### config.mk
export PLATFORM = sky130hd
export DESIGN_NAME = micro_sequencer
export DESIGN_NICKNAME = d
export VERILOG_FILES = /design/src/rtl/micro_sequencer_pkg.sv /design/src/rtl/micro_sequencer_prog_mem.sv /design/src/rtl/micro_sequencer.sv
export SDC_FILE = /design/constraint.sdc
export NUM_CORES = 1
export LEC_CHECK = 0
export ABC_CLOCK_PERIOD_IN_PS = 3400
export CORE_UTILIZATION = 61
export CTS_BUF_LIST = sky130_fd_sc_hd__clkbuf_16
export CTS_CLUSTER_SIZE = 28
export DETAILED_ROUTE_END_ITERATION = 10
export GPL_TIMING_DRIVEN = 0
export PLACE_DENSITY = 0.88
export SKIP_LAST_GASP = 1
export SYNTH_ARGS = -nofsm -noshare
export SYNTH_HDL_FRONTEND = slang
export SYNTH_SLANG_ARGS = --single-unit
### constraint.sdc
create_clock -name clk -period 3.4 [get_ports clk]
set_clock_uncertainty 0.2 [all_clocks]
set_input_delay 0.85 -clock clk [delete_from_list [all_inputs] [get_ports clk]]
set_output_delay 0.85 -clock clk [all_outputs]
set_load 0.005 [all_outputs]
### src/rtl/micro_sequencer_pkg.sv
// Shared encodings for the micro_sequencer: next-op codes, control-word field
// positions, FSM states and ALU op codes used by the datapath.
package micro_sequencer_pkg;

    // Control-word field positions, matching the datapath decoder.
    localparam int CW_ALU_MSB  = 14;
    localparam int CW_ALU_LSB  = 13;
    localparam int CW_MUXA_MSB = 12;
    localparam int CW_MUXA_LSB = 9;
    localparam int CW_MUXB_MSB = 8;
    localparam int CW_MUXB_LSB = 5;
    localparam int CW_DEST_MSB = 4;
    localparam int CW_DEST_LSB = 1;
    localparam int CW_WE_BIT   = 0;

    typedef enum logic [1:0] {
        NOP_NEXT = 2'b00,
        NOP_JUMP = 2'b01,
        NOP_BR   = 2'b10,
        NOP_HALT = 2'b11
    } nop_e;

    typedef enum logic [1:0] {
        S_IDLE  = 2'b00,
        S_FETCH = 2'b01,
        S_EXEC  = 2'b10,
        S_DONE  = 2'b11
    } state_e;

    typedef enum logic [1:0] {
        ALU_ADD    = 2'b00,
        ALU_SUB    = 2'b01,
        ALU_PASS_A = 2'b10,
        ALU_PASS_B = 2'b11
    } alu_op_e;

    // Assembles a 15-bit control word from its fields.
    function automatic logic [14:0] make_cw(
        input alu_op_e    alu,
        input logic [3:0] mux_a,
        input logic [3:0] mux_b,
        input logic [3:0] dest,
        input logic       we
    );
        logic [14:0] cw;
        cw = '0;
        cw[CW_ALU_MSB:CW_ALU_LSB]   = alu;
        cw[CW_MUXA_MSB:CW_MUXA_LSB] = mux_a;
        cw[CW_MUXB_MSB:CW_MUXB_LSB] = mux_b;
        cw[CW_DEST_MSB:CW_DEST_LSB] = dest;
        cw[CW_WE_BIT]               = we;
        return cw;
    endfunction

endpackage

### src/rtl/micro_sequencer_prog_mem.sv
// Microprogram store: 2^ADDR_W x IW RAM with one write port and a registered,
// enable-gated read port. Contents survive reset.
module seq_prog_mem #(
    parameter int ADDR_W = 5,
    parameter int IW     = 22
) (
    input  logic              clk,
    input  logic              we_i,
    input  logic [ADDR_W-1:0] waddr_i,
    input  logic [IW-1:0]     wdata_i,
    input  logic              re_i,
    input  logic [ADDR_W-1:0] raddr_i,
    output logic [IW-1:0]     rdata_o
);

    localparam int DEPTH = 1 << ADDR_W;

    logic [IW-1:0] mem [DEPTH];
    logic [IW-1:0] rdata_q;

    always_ff @(posedge clk) begin
        if (we_i) begin
            mem[waddr_i] <= wdata_i;
        end
        // Read is held when not enabled so the fetched word stays stable in EXEC.
        if (re_i) begin
            rdata_q <= mem[raddr_i];
        end
    end

    assign rdata_o = rdata_q;

endmodule

### src/rtl/micro_sequencer.sv
// Microprogrammed controller emitting the datapath control word, two cycles per
// instruction. Optional macro SINGLE_STEP_EN adds a 'step' input gating FETCH.
module micro_sequencer
    import micro_sequencer_pkg::*;
#(
    parameter  int ADDR_W = 5,
    parameter  int CW_W   = 15,
    parameter  int CNT_W  = 16,
    localparam int IW     = CW_W + 2 + ADDR_W
) (
    input  logic              clk,
    input  logic              rst,
    input  logic              start,
    input  logic              mayor,
`ifdef SINGLE_STEP_EN
    input  logic              step,
`endif
    output logic [CW_W-1:0]   o_signal,
    output logic              busy,
    output logic              done,
    output logic [ADDR_W-1:0] pc,
    output logic [CNT_W-1:0]  inst_count,
    input  logic              prog_we,
    input  logic [ADDR_W-1:0] prog_addr,
    input  logic [IW-1:0]     prog_data
);

    state_e             state_q;
    logic [ADDR_W-1:0]  pc_q;
    logic [ADDR_W-1:0]  pc_d;
    logic [CNT_W-1:0]   cnt_q;
    logic               busy_q;
    logic               done_q;
    logic               exec_q;
    logic [IW-1:0]      inst_rdata;
    logic [CW_W-1:0]    inst_cw;
    nop_e               inst_nop;
    logic [ADDR_W-1:0]  inst_target;
    logic               mem_we;
    logic               mem_re;
    logic               step_ok;

`ifdef SINGLE_STEP_EN
    assign step_ok = step;
`else
    assign step_ok = 1'b1;
`endif

    assign mem_we = prog_we && (state_q == S_IDLE);
    assign mem_re = (state_q == S_FETCH);

    seq_prog_mem #(
        .ADDR_W (ADDR_W),
        .IW     (IW)
    ) u_prog_mem (
        .clk     (clk),
        .we_i    (mem_we),
        .waddr_i (prog_addr),
        .wdata_i (prog_data),
        .re_i    (mem_re),
        .raddr_i (pc_q),
        .rdata_o (inst_rdata)
    );

    assign inst_cw     = inst_rdata[CW_W-1:0];
    assign inst_nop    = nop_e'(inst_rdata[CW_W+1:CW_W]);
    assign inst_target = inst_rdata[IW-1:CW_W+2];

    always_comb begin
        pc_d = pc_q + 1'b1;
        unique case (inst_nop)
            NOP_NEXT: pc_d = pc_q + 1'b1;
            NOP_JUMP: pc_d = inst_target;
            NOP_BR:   pc_d = mayor ? inst_target : pc_q + 1'b1;
            NOP_HALT: pc_d = pc_q;
            default:  pc_d = pc_q + 1'b1;
        endcase
    end

    always_ff @(posedge clk) begin
        if (rst) begin
            state_q <= S_IDLE;
            pc_q    <= '0;
            cnt_q   <= '0;
            busy_q  <= 1'b0;
            done_q  <= 1'b0;
            exec_q  <= 1'b0;
        end else begin
            done_q <= 1'b0;
            exec_q <= 1'b0;
            unique case (state_q)
                S_IDLE: begin
                    if (start) begin
                        pc_q    <= '0;
                        cnt_q   <= '0;
                        busy_q  <= 1'b1;
                        state_q <= S_FETCH;
                    end
                end
                S_FETCH: begin
                    if (step_ok) begin
                        exec_q  <= 1'b1;
                        state_q <= S_EXEC;
                    end
                end
                S_EXEC: begin
                    if (cnt_q != '1) begin
                        cnt_q <= cnt_q + 1'b1;
                    end
                    pc_q <= pc_d;
                    if (inst_nop == NOP_HALT) begin
                        busy_q  <= 1'b0;
                        done_q  <= 1'b1;
                        state_q <= S_DONE;
                    end else begin
                        state_q <= S_FETCH;
                    end
                end
                S_DONE: begin
                    state_q <= S_IDLE;
                end
                default: begin
                    state_q <= S_IDLE;
                end
            endcase
        end
    end

    // Gated by rst as well so an abort never lets a register-file write through.
    assign o_signal   = (exec_q && !rst) ? inst_cw : '0;
    assign busy       = busy_q;
    assign done       = done_q;
    assign pc         = pc_q;
    assign inst_count = cnt_q;

endmodule

# == After elaboration in Yosys (flattened, before gate mapping) ==
# Memory sizes are Yosys's and may differ from the RTL's. A register that Yosys moved wholly into a read port is not among the register bits.
# Index checks and enable logic that the tools add are counted.
# totals
elab_cells,49
inputBits,32
n_memories,1
out_inout_bits,38
mem_bits_rw,704
reg_bits,26
# classes
n_reduce_logical,10
n_eq_ne,11
n_bitwise,1
muxes,18
n_addsub,2
# memory_table
memory,words,width,rd,rd_clocked_by_memory_dff,wr,line,source
u_prog_mem.mem,32,22,1,1,1,micro_sequencer_prog_mem.sv:18,logic [IW-1:0] mem [DEPTH];
# op_table
op,n
$mux W16,2
$pmux W16 S2,1
$add A16 B1 Y16 const B,1
$ne A16 B16 Y1 const B,1
$mux W15,1
$pmux W5 S3,1
$mux W5,2
$pmux W5 S2,1
$reduce_and A3 Y1,3
$eq A2 B2 Y1 const B,4
$ne A2 B2 Y1 const B,4
$pmux W2 S4,1
$mux W1,6
$add A5 B1 Y5 const B,1
$eq A2 B1 Y1 const B,2
$logic_not A2 Y1,2
$mux W2,2
$logic_and A1 B1 Y1,2
$pmux W1 S2,1
$reduce_bool A2 Y1,1
$reduce_or A2 Y1,1
$logic_not A1 Y1,1
$not A1 Y1,1

# == Longest topological paths before layout ==
# Gate-level depths: netlist (run 1).
# logic_depth
depth_word,4
ltp_mapped,7
mapped_depth_nobuf,6

# == Cells and area by module ==
# A second synthesis (run 1) with hierarchy kept.
# hier_totals
cells_unflattened,1753
area_unflattened_um2,29867.4
# by_module_without_submodules
module,area_per_inst_um2,n_inst,seq_area_each_um2,cells_each
seq_prog_mem,28205.8,1,21800.9,1550
micro_sequencer,1661.6,1,520.5,203

# == Worst setup path before layout (run 1) ==
# Ideal clock, no wire load.
# synth_timing
path_type,input to register
from,input port prog_addr[1]
to,"memory u_prog_mem.mem[12][0], enable pin"
stages,3
t_required_ps,2799
setup_ps,401
path_buffers,1
setup_slack_ps,446
arrival_ps,2353
cell_sequence,or3_1 > clkbuf_1 > nor2_1
# synth_lines
item,line,source
start: declaration,micro_sequencer.sv:24,"input logic [ADDR_W-1:0] prog_addr,"
end: declaration,micro_sequencer_prog_mem.sv:18,
# Straight into the memory's write port.

# == Worst setup path in the final report (run 1) ==
# layout_timing
from,register state_q[1]
to,"memory u_prog_mem.mem[22][8], enable pin"
# layout_via
elab_chain_len,4
# layout_rtl
item,line,source
start: declaration,micro_sequencer.sv:28,state_e state_q;
start signal: assignment,micro_sequencer.sv:82,state_q <= S_IDLE;
start signal: assignment,micro_sequencer.sv:97,state_q <= S_FETCH;
start signal: assignment,micro_sequencer.sv:103,state_q <= S_EXEC;
$logic_not A2 Y1,micro_sequencer.sv:49,assign mem_we = prog_we && (state_q == S_IDLE);
$logic_and A1 B1 Y1,micro_sequencer.sv:49,
$mux W1,micro_sequencer_prog_mem.sv:22,if (we_i) begin
$mux W1 (implied by the code),micro_sequencer_prog_mem.sv:23,mem[waddr_i] <= wdata_i;
# Every way passes these cells.

==> summary.md, run 1 <==
| Metric | Value |
|---|---|
| Switching Share | `21.3%` |
| DR pass1 iterations | `5` |
| Avg Cell Area, Syn | `between 20 and 25 um2` |
| Initial DRC count | `2883` |
| Final period utilization | `105%` |
| Synth area leaders | `edfxtp_1 (76%), mux4_2 (14%), o22ai_1 (1.9%), dfxtp_1 (1.8%), nor2_1 (0.58%)` |
| I/O pin cnt | `70` |
| Die Wd | `~220 um` |
| Max clock buf depth | `3` |
| Vias per cell | `approximately 7.6` |
| Worst-path clk slew | `roughly 60 ps` |
| Initial antenna violation count | `4` |
| Leakage | `10.1 nW` |
| Buffers on Ports | `just under 70` |
| CP Max Fanout | `12` |
| Arr. time, crit path | `3670 ps` |
| Syn Nets | `1355` |
| Tmin final | `~3600 ps` |
| Worst-case reg-to-reg path depth | `5` |
| Register bit total from synthesis | `752` |
| Synthesized instance count | `1318` |
| Final core utilization | `a little under three quarters` |
| Wirelength per Cell | `38.4 um` |
| CTS tree | `yes` |
| Tightest Pin Transition | `1520 ps` |
| Highest clock rate | `281 MHz` |
| First-pass GRT wire length | `about 120 mm` |
| Post-route ant nets | `0` |
| Clock Tree Root | `clkbuf_16` |
| Most frequent cells in the layout | `edfxtp_1 (726), mux4_2 (176), o22ai_1 (88)` |
| Setup slack after layout | `-157 ps` |
| Main flop type after synthesis | `edfxtp_1` |
| GR Util All Layers | `35.3%` |
| Share of cells above drive strength 1 | `26.7%` |
| Most common cell after layout, fill and taps aside | `edfxtp_1` |
| Vert. Die Dim | `219 um` |
| RSZ-0062 raised after global routing | `true` |
| Syn Std Cell Area | `28600 um2` |
| Inserted Clock Buffers | `71` |
| Hold_buf cts | `0` |
| Hold Path Stages | `2` |
| N_diodes | `0` |
| Clk sink count | `752` |
| Sequential area share after synthesis | `between 70 and 80%` |
| Worst Hold Class | `reg -> reg` |
| Worst R2R Setup Slack | `-160 ps` |
| DRT Wirelength | `82.9 mm` |
| Residual DRC count | `0` |
| Row cnt | `79` |
| Crit start category | `flop` |
| Number of flops mapped to enable cells by yosys | `726` |
| Hold Vio Cnt, Final | `0` |
| Ys async rst share | `0%` |
| Power share of the clock group | `between 40% and 50%` |
| Worst R2R End | `u_prog_mem.mem[22][8]` |
| Die area | `47800 um2` |
| Clock Latency Late Sink | `630 ps` |
| Power Density | `558 nW/um2` |
| Syn. warnings | `0` |
| Setup violators final | `just over 200` |
| Slew Viols, Final | `33` |
| Final Net Count | `1533` |
| Switch Pwr | `0.00394 W` |
| Gpl congestion | `0.923` |
| Worst VDD drop | `0.479 mV` |
| Fill count | `about 2400` |
| Seq pwr share | `a little under three fifths` |
| Post-synth top area share | `76.1%` |
| Distinct cells, synth | `48` |
| Maxcap violations | `2` |
| Crit end category | `flop` |
| Hpwl dp | `47.7 mm` |
| Internal Power | `about 0.015 W` |
| Critical setup path kind | `reg -> reg` |
| Largest net degree at the start of global routing | `33` |
| Htree depth | `3` |
| Hold endpoint | `inst_count[8]` |
| Number of global-route vias before repair | `15600` |
| Final TNS setup | `-12980 ps` |
| Initial core utilization | `61.7%` |
| Failing checks | `max-capacitance violations, max-slew violations, negative setup slack` |
| Status | `finished, violations left` |
| Hold path startpoint | `inst_count[8]` |
| Slew headroom | `-1.53%` |
| Critical R2R Launch | `state_q[1]` |
| Area leader, netlist | `edfxtp_1` |
| GRT overflow | `0` |
| Hold Slack | `328 ps` |
| Core box area | `46500 um2` |
| DR vias | `16300` |
| Crit path required time | `between 3000 and 4000 ps` |
| Area Growth Syn to Fin | `15.6%` |
| Gate power share | `2.7%` |
## cell usage after synthesis, types with 3 or more instances
library cell	instances
dfxtp_1	26
nor3b_1	3
nor3_1	4
or3b_2	4
nor2b_1	5
buf_6	13
o21ai_0	6
nand3b_1	9
o31ai_1	9
nand4_1	3
nor4_1	23
mux4_2	176
inv_1	5
or3_1	4
clkbuf_1	24
xnor2_1	3
buf_2	24
nand2_1	16
o22ai_1	88
nand4b_1	4
buf_4	7
and2_1	17
nand3_1	10
nand2b_1	3
and3_1	4
nor2_1	44
ha_1	5
edfxtp_1	726
a21oi_1	19
or4_1	10
## kinds of logic (layout without fill, tap and decap cells)
family,count (synthesis),count (layout),synth area share (%)
adder cells (fa/ha/maj),5,5,0.218
multiplexers,178,178,13.9
XOR/XNOR,3,3,0.0917
AO/OA/AOI/OAI,135,135,2.96
buffers and inverters,74,307,1.52
AND/OR/NAND/NOR,171,171,3.39
flip-flops,752,752,77.9
## state kept, by name, indices dropped and copies added (netlist names)
| signal | cells |
|---|---|
| exec_q | 1 |
| pc | 5 |
| busy | 1 |
| u_prog_mem.rdata_o | 22 |
| u_prog_mem.mem | 704 |
| done | 1 |
| inst_count | 16 |
| state_q | 2 |
## worst max-delay path, cell delays in order (launching register included)
cell,delay [ps]
dfxtp_1,330
buf_2,200
nor2_1,550
nand4b_1,780
nor2_2,950
buf_16,230
## power by group through the flow
stage | Sequential, W | Clock (W) | Combinational [W]
after floorplan | 0.0104 | 0 | 0.000153
after global placement | 0.0105 | 0 | 0.000401
after detailed placement | 0.0105 | 0 | 0.000462
after CTS | 0.0103 | 0.00769 | 0.000481
after global routing | 0.0103 | 0.00803 | 0.000500
final | 0.0103 | 0.00774 | 0.000491
## routing by layer
metal / global-route usage [%] / wire length (um) / vias to the layer above
met3: 8.18 / 11300 / 309
met1: 46.9 / 27100 / 8232
met4: 16.1 / 4480 / 8
met2: 56.3 / 39900 / 1793
li1: - / - / 5979
met5: 0 / 50 / -
## layout make-up
type,count,area [um2],area share [%]
plain buffers,69,418,1.26
multi-input cells,492,6020,18.2
clock buffers,74,1850,5.59
inverters,5,18.8,0.0567
repair buffers,105,1390,4.20
flip-flops and latches,752,22300,67.4
clock inverters,54,348,1.05
well taps,607,759,2.29
## stage by stage
step | setup WS (ps) | area, um2 | power, W | std cells
CTS | 19.4 | 33200 | 0.0184 | 2157
global placement | -1140 | 30100 | 0.0109 | 1994
floorplan | 446 | 28700 | 0.0106 | 1318
detailed placement | -565 | 30900 | 0.0109 | 2027
finish | -157 | 33100 | 0.0185 | 2158
global route | -164 | 33100 | 0.0188 | 2158
## worst max path at each step
| stage | startpoint | end | slack [ps] | cells past startpoint |
|---|---|---|---|---|
| 3_5_place_dp | rst | o_signal[4] | -570 | 5 |
| 4_1_cts | state_q[1] | u_prog_mem.mem[17][5] | 20 | 5 |
| 6_report | state_q[1] | u_prog_mem.mem[22][8] | -160 | 5 |
| 5_1_grt | state_q[1] | u_prog_mem.mem[27][6] | -160 | 5 |
| 3_3_place_gp | prog_addr[4] | u_prog_mem.mem[18][2] | -1140 | 3 |
| 2_1_floorplan | prog_addr[1] | u_prog_mem.mem[12][0] | 450 | 3 |
## what timing repair did
| action | CTS | global route |
|---|---|---|
| setup endpoints to repair | 23 | 126 |
| resized for setup | 5 | 7 |
| setup buffers | 2 | 0 |
Power figures use the tool's default switching activity.
==> inputs of run 2 (changes only) <==
Settings changed: CORE_UTILIZATION 61 to 45, PLACE_DENSITY 0.88 to 0.7.
==> run 2 against run 1 <==
The run ends with negative setup slack left. First-iteration DRC count decreased by 45%. Global-route usage decreased by 13 points. Die area grew 35%.
==> summary.md, run 2 (synthesis gave the netlist of run 1 again) <==
| Metric | Value |
|---|---|
| Hpwl dp | `roughly 46 mm` |
| Share of cells above drive strength 1 | `between 20% and 30%` |
| Number of global-route vias before repair | `14300` |
| First-pass GRT wire length | `between 90 and 100 mm` |
| Wirelength per Cell | `around 29 um` |
| Worst Setup SP | `state_q[1]` |
| Arr. time, crit path | `3530 ps` |
| Vert. Die Dim | `254 um` |
| I/O pin cnt | `70` |
| Tmin final | `between 3000 and 4000 ps` |
| Setup violators final | `35` |
| Setup slack after layout | `-37.4 ps` |
| Slew headroom | `just over 8%` |
| RSZ-0062 raised after global routing | `true` |
| GR Util All Layers | `21.8%` |
| Hold Vio Cnt, Final | `0` |
| Gpl congestion | `0.884` |
| Inserted Clock Buffers | `70` |
| DRT Wirelength | `69.3 mm` |
| Post-route insts no fill | `roughly 2400` |
| Maxcap violations | `0` |
| Worst-case reg-to-reg path depth | `5` |
| Critical setup path kind | `reg -> reg` |
| Htree depth | `3` |
| Pwr Total | `0.0182 W` |
| Clk sink count | `752` |
| Initial antenna violation count | `5` |
| Final period utilization | `101%` |
| Hold_buf cts | `0` |
| Worst VDD drop | `0.328 mV` |
| Area Growth Syn to Fin | `16.2%` |
| Core box area | `around 63000 um2` |
| Critical Path Sink | `u_prog_mem.mem[10][10]` |
| Clock Tree Root | `clkbuf_16` |
| DR pass1 iterations | `5` |
| Vias per cell | `6.04` |
| Hold Slack | `334 ps` |
| Final Instance Area | `33300 um2` |
| Pre-CTS setup slack | `-714 ps` |
| Most frequent cells in the layout | `edfxtp_1 (726), mux4_2 (176), o22ai_1 (88)` |
| Crit path required time | `between 3000 and 4000 ps` |
| Worst R2R End | `u_prog_mem.mem[10][10]` |
| Power Density | `546 nW/um2` |
| Die Wd | `roughly 250 um` |
| Placed Area | `31200 um2` |
| Leakage | `10.1 nW` |
| Final Net Count | `1531` |
| CTS tree | `yes` |
| Most common cell after layout, fill and taps aside | `edfxtp_1` |
| Buffers on Ports | `69` |
| Slew Viols, Final | `0` |
| Status | `finished, violations left` |
| Crit end category | `flop` |
| Max FFs per register | `slightly above 700` |
| Row cnt | `92` |
| CP Max Fanout | `12` |
| Initial core utilization | `45.5%` |
| Worst Hold Class | `reg -> reg` |
| Worst-path clk slew | `60 ps` |
| N_diodes | `0` |
| Initial DRC count | `about 1600` |
| Placed Cells incl. Taps | `2266` |
| Worst R2R Setup Slack | `-40 ps` |
| Highest clock rate | `291 MHz` |
| Die area | `64700 um2` |
| Fill count | `4745` |
| DR vias | `between 10000 and 15000` |
| Largest net degree at the start of global routing | `33` |
| Crit start category | `flop` |
| Clock Latency Late Sink | `around 610 ps` |
| Largest Register | `u_prog_mem.mem` |
| Failing checks | `negative setup slack` |
| GRT overflow | `0` |
| Max clock buf depth | `3` |
| Tightest Pin Transition | `roughly 1400 ps` |
| Critical R2R Launch | `state_q[1]` |
| Post-route ant nets | `0` |
| Residual DRC count | `0` |
run 2: changes by cell type in the layout (fill, tap and decap cells not counted), sizes merged:
cell and change:
clkdlybuf4s50 +3, clkinv -2, bufinv +2, dlygate4sd2 -1, buf -4, clkinvlp -5
run 2: cell type report:
cell class                 instances  area (um2)  area share [%]
buffer                            69         420            1.26
clock buffer                      73        1830            5.49
clock inverter                    49         332           0.996
inverter                           5        18.8          0.0564
multi-input combinational        492        5990            18.0
sequential                       752       22300            67.1
tap                              846        1060            3.18
timing repair buffer             104        1310            3.95
run 2: worst max-delay path: stages (launching register included):
cell,delay (ps)
dfxtp_1,330
buf_2,180
nor2_1,490
nand4b_1,730
nor2_2,950
buf_16,230
run 2: routing by layer:
layer	GRT usage, %	up-vias	share of wire (%)
met1	29.2	7526	38
li1	-	5958	-
met4	9.12	4	4.2
met5	0	-	0.038
met3	4.82	145	9.8
met2	34.9	810	48
run 2: worst min-delay path by stage:
stage	endpoint	cells past startpoint	from	slack (ps)
finish	inst_count[15]	2	inst_count[15]	330
detailed placement	inst_count[8]	2	inst_count[8]	320
global placement	inst_count[11]	2	inst_count[11]	290
floorplan	inst_count[14]	2	inst_count[14]	280
global route	inst_count[8]	2	inst_count[8]	360
CTS	inst_count[8]	2	inst_count[8]	330
run 2: through the flow:
step | utilization, % | setup TNS (ps)
after CTS | 52.9 | 0
after floorplan | - | 0
after global placement | 48.3 | -704400
final | 52.9 | -774
after detailed placement | 49.5 | -86070
after global routing | 52.9 | -127
run 2: timing repair:
item,CTS,global route
setup buffers,1,0
pin swaps,0,0
setup endpoints to repair,15,31
resized for setup,5,3
run 2: power breakdown:
group	internal, W	leakage, nW	switching, W
clock	0.00424	1.14	0.00322
combinational	0.000127	2.23	0.000327
sequential	0.0102	6.75	0.0000203
==> inputs of run 3 (changes only) <==
Settings changed: CTS_CLUSTER_SIZE 28 to 14.
==> run 3 against run 2 <==
The flow still finishes with violations (negative setup slack). Clock power decreased by 1%. Combinational power about the same. Largest cell class unchanged. Worst hold slack got worse by 0.64 ps. Largest power group unchanged. Critical path type unchanged.
==> summary.md, run 3 (synthesis gave the netlist of run 1 again) <==
| Metric | Value |
|---|---|
| Core box area | `63000 um2` |
| Max FFs per register | `704` |
| Pwr Total | `roughly 0.018 W` |
| RSZ-0062 raised after global routing | `true` |
| Clock Latency Late Sink | `610 ps` |
| Critical Path Sink | `u_prog_mem.mem[22][6]` |
| Gpl congestion | `0.884` |
| GRT overflow | `0` |
| Failing checks | `negative setup slack` |
| Hold_buf cts | `0` |
| Most common cell after layout, fill and taps aside | `edfxtp_1` |
| N_diodes | `0` |
| Largest net degree at the start of global routing | `33` |
| Critical setup path kind | `reg -> reg` |
| Final Net Count | `1531` |
| Tmin final | `around 3400 ps` |
| Maxcap violations | `0` |
| Vert. Die Dim | `254 um` |
| Fill count | `~4800` |
| Post-route ant nets | `0` |
| Worst Setup SP | `state_q[1]` |
| Hpwl dp | `45.8 mm` |
| Worst-path clk slew | `70 ps` |
| Worst VDD drop | `around 0.33 mV` |
| Tightest Pin Transition | `1430 ps` |
| Setup violators final | `6` |
| Inserted Clock Buffers | `70` |
| Setup slack after layout | `-7.95 ps` |
| Htree depth | `3` |
| Row cnt | `approximately 90` |
| Slew headroom | `4.51%` |
| Power Density | `approximately 540 nW/um2` |
| Placed Area | `between 30000 and 40000 um2` |
| Most frequent cells in the layout | `edfxtp_1 (726), mux4_2 (176), o22ai_1 (88)` |
| First-pass GRT wire length | `99.3 mm` |
| DRT Wirelength | `slightly below 70 mm` |
| Status | `finished, violations left` |
| Worst-case reg-to-reg path depth | `5` |
| Largest Register | `u_prog_mem.mem` |
| Worst R2R End | `u_prog_mem.mem[22][6]` |
| Wirelength per Cell | `29.0 um` |
| Crit start category | `flop` |
| Worst Hold Class | `reg -> reg` |
| Initial DRC count | `1623` |
| Clock Tree Root | `clkbuf_16` |
| GR Util All Layers | `21.8%` |
| Initial core utilization | `a little under half` |
| Share of cells above drive strength 1 | `26.0%` |
| Slew Viols, Final | `0` |
| Crit end category | `flop` |
| Final period utilization | `100%` |
| Residual DRC count | `0` |
| Hold Vio Cnt, Final | `0` |
| Crit path required time | `3500 ps` |
| Worst R2R Setup Slack | `-8 ps` |
| Arr. time, crit path | `around 3500 ps` |
| DR vias | `14400` |
| Number of global-route vias before repair | `14400` |
| Vias per cell | `6.03` |
| I/O pin cnt | `70` |
| Buffers on Ports | `69` |
| Final Instance Area | `between 30000 and 40000 um2` |
| Clk sink count | `752` |
| Leakage | `10.1 nW` |
| Critical R2R Launch | `state_q[1]` |
| Hold path startpoint | `inst_count[15]` |
| Final core utilization | `between 50% and 60%` |
| Final TNS setup | `-15.7 ps` |
| Highest clock rate | `293 MHz` |
| CP Max Fanout | `12` |
| Die Wd | `254 um` |
| Initial antenna violation count | `4` |
| DR pass1 iterations | `7` |
| Area Growth Syn to Fin | `16.1%` |
| Die area | `64700 um2` |
| CTS tree | `yes` |
| Max clock buf depth | `3` |
==> run 3: changes by cell type in the layout (fill, tap and decap cells not counted) <==
cell,change
inv_1,+1
clkinv_2,-3
bufinv_16,-1
clkinv_1,+3
==> run 3: worst min-delay path by stage <==
stage | endpoint | depth (start not counted)
floorplan | inst_count[14] | 2
global placement | inst_count[11] | 2
detailed placement | inst_count[8] | 2
CTS | inst_count[8] | 2
global route | inst_count[8] | 2
finish | inst_count[15] | 2
==> run 3: area by class of cell <==
type / count / area [um2] / area share [%]
flip-flops and latches: 752 / 22300 / 67.1
inverters: 5 / 18.8 / 0.0564
clock inverters: 49 / 302 / 0.907
plain buffers: 69 / 420 / 1.26
multi-input cells: 492 / 5990 / 18.0
clock buffers: 73 / 1830 / 5.49
repair buffers: 104 / 1310 / 3.95
well taps: 846 / 1060 / 3.18
==> run 3: power by group <==
| part | switching, W | leakage (nW) | total (W) | internal (W) |
|---|---|---|---|---|
| Sequential | 0.0000205 | 6.75 | 0.0103 | 0.0102 |
| Clock | 0.00322 | 1.13 | 0.00738 | 0.00416 |
| Combinational | 0.000328 | 2.23 | 0.000456 | 0.000127 |
| Total | 0.00357 | 10.1 | 0.0181 | 0.0145 |
==> run 3: routing by layer <==
metal	up-vias	GRT usage, %	wire, um
li1	5956	-	-
met1	7562	29.1	26500
met2	767	34.9	33500
met3	132	5.01	6760
met4	4	8.86	2590
met5	-	0	26
==> run 3: critical path, cell delays in order, from the launching register on <==
cell,delay [ps]
dfxtp_1,330
buf_2,180
nor2_1,510
nand4b_1,690
nor2_2,930
buf_8,250
==> run 3: repair_timing <==
item | in CTS | in global routing
buffers inserted | 1 | 0
endpoints found under the setup margin | 15 | 30
gates resized for setup | 5 | 3
gates cloned | 0 | 0
==> run 3: per-stage QoR <==
step / hold slack, ps / cells / worst slack (ps)
after floorplan: 283 / 1318 / 446
after global placement: 292 / 2233 / -1140
after detailed placement: 318 / 2266 / -714
after CTS: 328 / 2389 / 0.797
after global routing: 357 / 2390 / -19.9
final: 334 / 2390 / -7.95
